### config.mk
export PLATFORM = sky130hd
export DESIGN_NAME = nic_rx_credit_receiver
export DESIGN_NICKNAME = d
export VERILOG_FILES = /design/src/rtl/nic_rx_credit_receiver.sv
export SDC_FILE = /design/constraint.sdc
export NUM_CORES = 1
export LEC_CHECK = 0
export ABC_AREA = 1
export ABC_CLOCK_PERIOD_IN_PS = 4070
export BUFFER_PORTS_ARGS = -buffer_cell sky130_fd_sc_hd__buf_2
export CAP_MARGIN = 25
export CORE_ASPECT_RATIO = 0.7
export CORE_MARGIN = 1.5
export CORE_UTILIZATION = 55
export CTS_CLUSTER_DIAMETER = 100
export DETAILED_ROUTE_END_ITERATION = 10
export GPL_ROUTABILITY_DRIVEN = 0
export PLACE_DENSITY_LB_ADDON = 0.05
export SYNTH_ARGS = -nofsm -noshare
export SYNTH_HDL_FRONTEND = slang
export SYNTH_SLANG_ARGS = --single-unit
### constraint.sdc
create_clock -name clk -period 4.07 [get_ports clk]
set_clock_uncertainty 0.2 [all_clocks]
set_input_delay 0.407 -clock clk [delete_from_list [all_inputs] [get_ports clk]]
set_output_delay 0.407 -clock clk [all_outputs]
set_load 0.005 [all_outputs]
### src/rtl/nic_rx_credit_receiver.sv
// rtl/nic_rx_credit_receiver.sv - credit-based packet receive buffer (optional NIC_RX_OVERFLOW_CHECK_EN)
module nic_rx_credit_receiver #(
   parameter int FLIT_WIDTH   = 32,
   parameter int PACKET_FLITS = 5,
   parameter int PACKET_SLOTS = 2
) (
   input  logic                  clk,
   input  logic                  reset,
   input  logic                  flit_valid_din,
   input  logic [FLIT_WIDTH-1:0] flit_din,
   input  logic                  flit_pop_din,
   output logic                  packet_available_dout,
   output logic [FLIT_WIDTH-1:0] flit_dout,
   output logic                  last_flit_dout,
   output logic                  credit_out_dout,
   output logic                  overflow_error_dout
);

   localparam int DEPTH  = PACKET_SLOTS * PACKET_FLITS;
   localparam int PTR_W  = (DEPTH > 1) ? $clog2(DEPTH) : 1;
   localparam int CNT_W  = $clog2(DEPTH + 1);
   localparam int PKT_W  = $clog2(PACKET_SLOTS + 1);
   localparam int FCNT_W = $clog2(PACKET_FLITS + 1);

   typedef enum logic {HEADER, BODY} wr_state_t;

   logic [FLIT_WIDTH-1:0] r_mem [DEPTH];
   wr_state_t             r_state;
   wr_state_t             w_state_nxt;
   logic [FCNT_W-1:0]     r_wcnt;
   logic [FCNT_W-1:0]     w_wcnt_nxt;
   logic [FCNT_W-1:0]     r_rcnt;
   logic [PTR_W-1:0]      r_wptr;
   logic [PTR_W-1:0]      r_rptr;
   logic [CNT_W-1:0]      r_count;
   logic [PKT_W-1:0]      r_pkt;
   logic                  r_credit;
   logic                  w_avail;
   logic                  w_last;
   logic                  w_pop;
   logic                  w_full;
   logic                  w_accept;
   logic                  w_wr_done;

   // A pop frees a slot in the same cycle, so a full buffer still accepts a flit alongside a pop.
   assign w_avail  = (r_pkt != '0);
   assign w_last   = w_avail && (r_rcnt == FCNT_W'(PACKET_FLITS - 1));
   assign w_pop    = flit_pop_din && w_avail;
   assign w_full   = (r_count == CNT_W'(DEPTH));
   assign w_accept = flit_valid_din && (!w_full || w_pop);

   assign flit_dout             = r_mem[r_rptr];
   assign packet_available_dout = w_avail && !reset;
   assign last_flit_dout        = w_last && !reset;
   assign credit_out_dout       = r_credit && !reset;

   // Write-side FSM state and flit counter register.
   always_ff @(posedge clk) begin
      if (reset) begin
         r_state <= HEADER;
         r_wcnt  <= '0;
      end else begin
         r_state <= w_state_nxt;
         r_wcnt  <= w_wcnt_nxt;
      end
   end

   // Write-side next state: header loads the counter, body counts down to packet completion.
   always_comb begin
      w_state_nxt = r_state;
      w_wcnt_nxt  = r_wcnt;
      w_wr_done   = 1'b0;
      if (w_accept) begin
         case (r_state)
            HEADER: begin
               if (PACKET_FLITS == 1) begin
                  w_wr_done = 1'b1;
               end else begin
                  w_wcnt_nxt  = FCNT_W'(PACKET_FLITS - 1);
                  w_state_nxt = BODY;
               end
            end
            BODY: begin
               w_wcnt_nxt = r_wcnt - FCNT_W'(1);
               if (r_wcnt == FCNT_W'(1)) begin
                  w_wr_done   = 1'b1;
                  w_state_nxt = HEADER;
               end
            end
            default: w_state_nxt = HEADER;
         endcase
      end
   end

   // Flit storage; contents survive reset on purpose.
   always_ff @(posedge clk) begin
      if (!reset && w_accept) begin
         r_mem[r_wptr] <= flit_din;
      end
   end

   // Pointers, occupancy, packet count, read position and the registered credit pulse.
   always_ff @(posedge clk) begin
      if (reset) begin
         r_wptr   <= '0;
         r_rptr   <= '0;
         r_count  <= '0;
         r_pkt    <= '0;
         r_rcnt   <= '0;
         r_credit <= 1'b0;
      end else begin
         if (w_accept) begin
            r_wptr <= (r_wptr == PTR_W'(DEPTH - 1)) ? '0 : r_wptr + PTR_W'(1);
         end
         if (w_pop) begin
            r_rptr <= (r_rptr == PTR_W'(DEPTH - 1)) ? '0 : r_rptr + PTR_W'(1);
            r_rcnt <= w_last ? '0 : r_rcnt + FCNT_W'(1);
         end
         case ({w_accept, w_pop})
            2'b10:   r_count <= r_count + CNT_W'(1);
            2'b01:   r_count <= r_count - CNT_W'(1);
            default: r_count <= r_count;
         endcase
         case ({w_wr_done, w_pop && w_last})
            2'b10:   r_pkt <= r_pkt + PKT_W'(1);
            2'b01:   r_pkt <= r_pkt - PKT_W'(1);
            default: r_pkt <= r_pkt;
         endcase
         r_credit <= w_pop && w_last;
      end
   end

`ifdef NIC_RX_OVERFLOW_CHECK_EN
   logic r_ovf;
   logic w_drop;

   assign w_drop              = flit_valid_din && !w_accept;
   assign overflow_error_dout = r_ovf && !reset;

   // Sticky flag set the cycle after any dropped flit, cleared only by reset.
   always_ff @(posedge clk) begin
      if (reset) begin
         r_ovf <= 1'b0;
      end else if (w_drop) begin
         r_ovf <= 1'b1;
      end
   end
`else
   assign overflow_error_dout = 1'b0;
`endif

endmodule

After elaboration in Yosys (flattened, before gate mapping)

Memories as Yosys holds them, arrays and structs flattened. A register that Yosys moved wholly into a read port is not among the register bits.
Cells that the tools add are included.

Register bits after elaboration: 22
Bits in writable memories: 320
Input bits: 36
Output and inout bits: 36
Memories kept: 1

Add/sub/neg operators: 8
Eq/ne operators: 9
Multiplexer cells: 15
Bitwise operators: 1
Reductions and logical operators: 14

Memories:

| name  | depth | bits a word | read ports | clocked after Yosys merged registers in | wr ports | RTL line | source |
|---|---|---|---|---|---|---|---|
| r_mem | 10    | 32          | 1          | 1                                       | 1        | 27       | `logic [FLIT_WIDTH-1:0] r_mem [DEPTH];` |

Operators with widths:

| cell                                                | count |
|---|---|
| 2-to-1 mux 4 bit                                    | 4 |
| adder 4 x 1 -> 4 bit, second input constant         | 3 |
| equality test 4 bit, second input constant          | 3 |
| logical AND 1 bit                                   | 8 |
| one-hot mux 4 bit (2 select lines)                  | 1 |
| 2-to-1 mux 1 bit                                    | 6 |
| one-hot mux 3 bit (2 select lines)                  | 1 |
| nonzero test 2 bit                                  | 3 |
| equality test 2 x 1 -> 1 bit, second input constant | 2 |
| equality test 2 bit, second input constant          | 2 |
| one-hot mux 2 bit (2 select lines)                  | 1 |
| subtractor 4 x 1 -> 4 bit, second input constant    | 1 |
| adder 3 x 1 -> 3 bit, second input constant         | 1 |
| equality test 3 x 1 -> 1 bit, second input constant | 1 |
| equality test 3 bit, second input constant          | 1 |
| 2-to-1 mux 3 bit                                    | 1 |
| subtractor 3 x 1 -> 3 bit, second input constant    | 1 |
| adder 2 x 1 -> 2 bit, second input constant         | 1 |
| zero test 1 bit                                     | 2 |
| one-hot mux 1 bit (2 select lines)                  | 1 |
| subtractor 2 x 1 -> 2 bit, second input constant    | 1 |
| logical OR 1 bit                                    | 1 |
| NOT 1 bit                                           | 1 |

Logic depth before layout (Yosys ltp)

Word-level depth: 7
Depth in mapped cells: 13
Depth with buffers taken out: 13

Worst setup path before layout

OpenSTA, ideal clock, no wires.

Kind: input to register
Start point: input flit_pop_din
End point: memory r_mem[2][0] (enable)
Setup time: 0.461 ns
Arrival: 3.135 ns
Data required time: 3.409 ns
Path slack: 0.274 ns
Stages: 6
Path buffers: 0
Cell sequence: inv_1 nor2_8 nor2_4 nor2_8 nand2_4 nor3_1

Word-level cells in the longest chain between the ends: 6

RTL lines:

| item                                   | RTL line | source |
|---|---|---|
| from (decl)                            | 11       | `input logic flit_pop_din,` |
| logical AND 1 bit                      | 48       | `assign w_pop = flit_pop_din && w_avail;` |
| logical OR 1 bit                       | 50       | `assign w_accept = flit_valid_din && (!w_full \|\| w_pop);` |
| logical AND 1 bit                      | 50       |  |
| logical AND 1 bit                      | 97       | `if (!reset && w_accept) begin` |
| 2-to-1 mux 1 bit                       | 97       |  |
| 2-to-1 mux 1 bit (implied by the code) | 98       | `r_mem[r_wptr] <= flit_din;` |
| to (decl)                              | 27       |  |

No other way between the ends.

==> reports/metrics.yaml <==
critical_path:
  reg2regPathDepth: 9
  critical-path-slowest-cell: "dfxtp_4"
  cpPeakStageDelay_ns: 0.64
  cp.arrival_ns: 2.38
  worstSetupEndpointType: "output port"
  crit_required_ns: 3.46
  setup.worst_path.end: "flit_dout[4]"
  worst_r2r_endpoint: "r_mem[0][2]$_DFFE_PP_"
  critical_path_class: "reg2out"
  path_max_fanout: 36
  critical_path.startpoint_type: "flop"
  r2r_start: "r_pkt[0]$_SDFFE_PP0P_"
  reg2reg_slack_ns: 1.45
  ordered_list_of_cells_on_the_worst_path: "buf_4 > a21oi_1 > o21ai_0 > o211ai_1 > nand3_1 > o21ai_1 > buf_2"
synth:
  sequential_to_total_area_share_from_yosys_stat: 0.7236
  synthesis.area_sq_um: 14000
  yosysTopAreaCell: "edfxtp_1"
  synth.distinct_cells: 39
  synth-seq-cells: 346
  netlist_instances: 996
  synth_top_cells_by_area: "edfxtp_1, mux2i_1, dfxtp_1"
  synth_top_area_share: 0.6864
  syn_nets: 1038
  synth.avg_cell_area_sq_um: 14.05
  yosysWarnings: 0
timing:
  worstMarginPinSlew_ns: 0.8347
  report.final.hold_viol_count: 0
  final_min_period_over_clock_period: 0.7344
  worst_slew_margin_relative_to_its_limit: 0.4436
  fin_tns_setup_ns: 0
  timing.final.crit_period_ns: 2.989
  drv_slew: 0
  fmax_ghz: 0.3346
  setup_viol_count_final: 0
  rsz0062_at_grt: "no"
route:
  drtIter0Drc: 640
  routed_wire_length_per_instance_um: 19.02
  wl_um: 27160
  dr_total_vias: 7916
  drtAntennaViolNets: 0
  avgViaCountPerCell: 5.543
  drt_drc_violations_left: 3
  first_pass_iters: 8
min_path:
  timing.hold.worst.class: "in2reg"
run_status:
  outcome: "finished, violations left"
  failing_checks: "design-rule violations"
die:
  area_of_the_core_sq_um: 24800
  io-pin-count: 72
  design.die.area_sq_um: 26430
  starting_density_of_the_core: 0.5644
  die_height_um: 136.5
  site_row_count: 48
  die_w_um: 193.7
power:
  power.ir.vdd_worst_v: 0.0003069
  leakage_nw: 5.462
  p_per_area_nw_per_um2: 453.4
cells_and_area:
  layout.nets: 1120
  stdcell_count: 1428
  antenna_cells_inserted: 0
  post_route_cells_drive_above_1_share: 0.1559
  flow.area_growth_from_synthesis_pct: 13.55
  layout_commonest_cell: "edfxtp_1"
  layout.cells.most_common_list: "edfxtp_1, o21ai_0, inv_1"
cts:
  root_buffer: "clkbuf_16"
  cts.reportedPaths.clkPinSlew_ns: 0.06
  clock_tree.htree_level_count: 2
  clock_tree_from_tritoncts: "done"
  cts_hold_repair.buffers: 5
  clock-sinks: 346
  tritoncts.num_buffers: 35
  postCtsResizedCells: 0
  max-clock-path-buffers: 3
  post_cts_buffers: 0
  insertion_delay_ns: 0.50
flow_run:
  maxCapViolCount: 0
grt:
  pin_count_of_the_biggest_net_entering_global_routing: 76
  vias_in_the_first_global_route: 7478
  global_route.usage.total: 0.2098
  grt_pass1_wl_um: 42280
  grt_ovf: 0
  grt_antenna_before_repair: 0
place:
  cell_count_after_placement: 1359
  hpwlAfterDp_um: 16140
  portBuffers: 70
==> per-stage QoR <==
step	utilization	power [W]	worst slack (ns)	hold slack [ns]	instance area (sq um)
final	0.6408	0.007208	1.081	0.005752	15900
after global routing	0.6408	0.007434	0.8710	0.009534	15900
after CTS	0.6389	0.007271	1.045	0.0002757	15850
after detailed placement	0.5931	0.004247	1.203	0.2787	14710
after global placement	0.5920	0.004241	1.227	0.2733	14680
after floorplan	-	0.004139	0.2738	0.2533	14000
==> worst min path at each step <==
stage	start	end	cells past startpoint
3_3_place_gp	r_rcnt[1]$_SDFFE_PP0N_	r_rcnt[1]$_SDFFE_PP0N_	2
5_1_grt	flit_din[17]	r_mem[8][17]$_DFFE_PP_	1
2_1_floorplan	r_rcnt[1]$_SDFFE_PP0N_	r_rcnt[1]$_SDFFE_PP0N_	2
6_report	flit_din[19]	r_mem[9][19]$_DFFE_PP_	1
3_5_place_dp	r_rcnt[1]$_SDFFE_PP0N_	r_rcnt[1]$_SDFFE_PP0N_	2
4_1_cts	flit_din[22]	r_mem[6][22]$_DFFE_PP_	1
==> sequential cells by signal (all words and copies together), names as in the netlist, named ones only <==
name / cells
r_rptr: 4
r_state: 1
r_rcnt: 3
r_pkt: 2
r_count: 4
r_credit: 1
r_mem: 320
r_wptr: 4
r_wcnt: 3
==> power breakdown <==
group | internal (W) | leakage (nW) | switching (W)
clock | 0.00178 | 0.531 | 0.00125
combinational | 0.0000777 | 1.83 | 0.000154
sequential | 0.00393 | 3.10 | 0.0000162
total | 0.00578 | 5.46 | 0.00143
==> layer usage <==
metal	part of all wire	vias to the layer above	track usage
met4	0.015	0	0.04943
met2	0.42	161	0.3127
li1	-	3836	-
met1	0.51	3890	0.3210
met3	0.050	29	0.03944
met5	0	-	0
==> layout make-up <==
type | instances | area (sq um)
clock buffers | 43 | 948.4
clock inverters | 19 | 137.6
flip-flops and latches | 346 | 10140
fillers | 1847 | 8909
multi-input cells | 492 | 3203
repair buffers | 99 | 670.6
well taps | 325 | 406.6
inverters | 104 | 392.9
==> synthesized netlist by cell type, drive strengths merged <==
cell type	number
nand2	51
nand4	3
a21oi	77
o21ai	106
clkinv	1
conb	1
mux2i	96
o2111ai	1
o211ai	41
nand3	20
a221oi	1
inv	103
o22ai	25
nor2	45
clkbuf	23
o31ai	2
buf	31
nor3	9
ha	6
xnor2	1
xor2	2
edfxtp	320
dfxtp	26
a211oi	5
==> logic make-up after synthesis <==
family	after synthesis	share of synthesized area
other	1	0.0002679
flip-flops	346	0.7236
AND/OR/NAND/NOR	128	0.04281
XOR/XNOR	3	0.001877
AO/OA/AOI/OAI	258	0.1052
buffers and inverters	158	0.05220
multiplexers	96	0.06864
adder cells (fa/ha/maj)	6	0.005363
==> critical path, delay by kind of cell, from the launching register on <==
family          cells  cell delay [ns]
compound gates      4             0.48
buf+inv             2             0.61
simple gates        1             0.11
flops               1             0.64
Note: power is estimated with default switching activity, not from simulation.
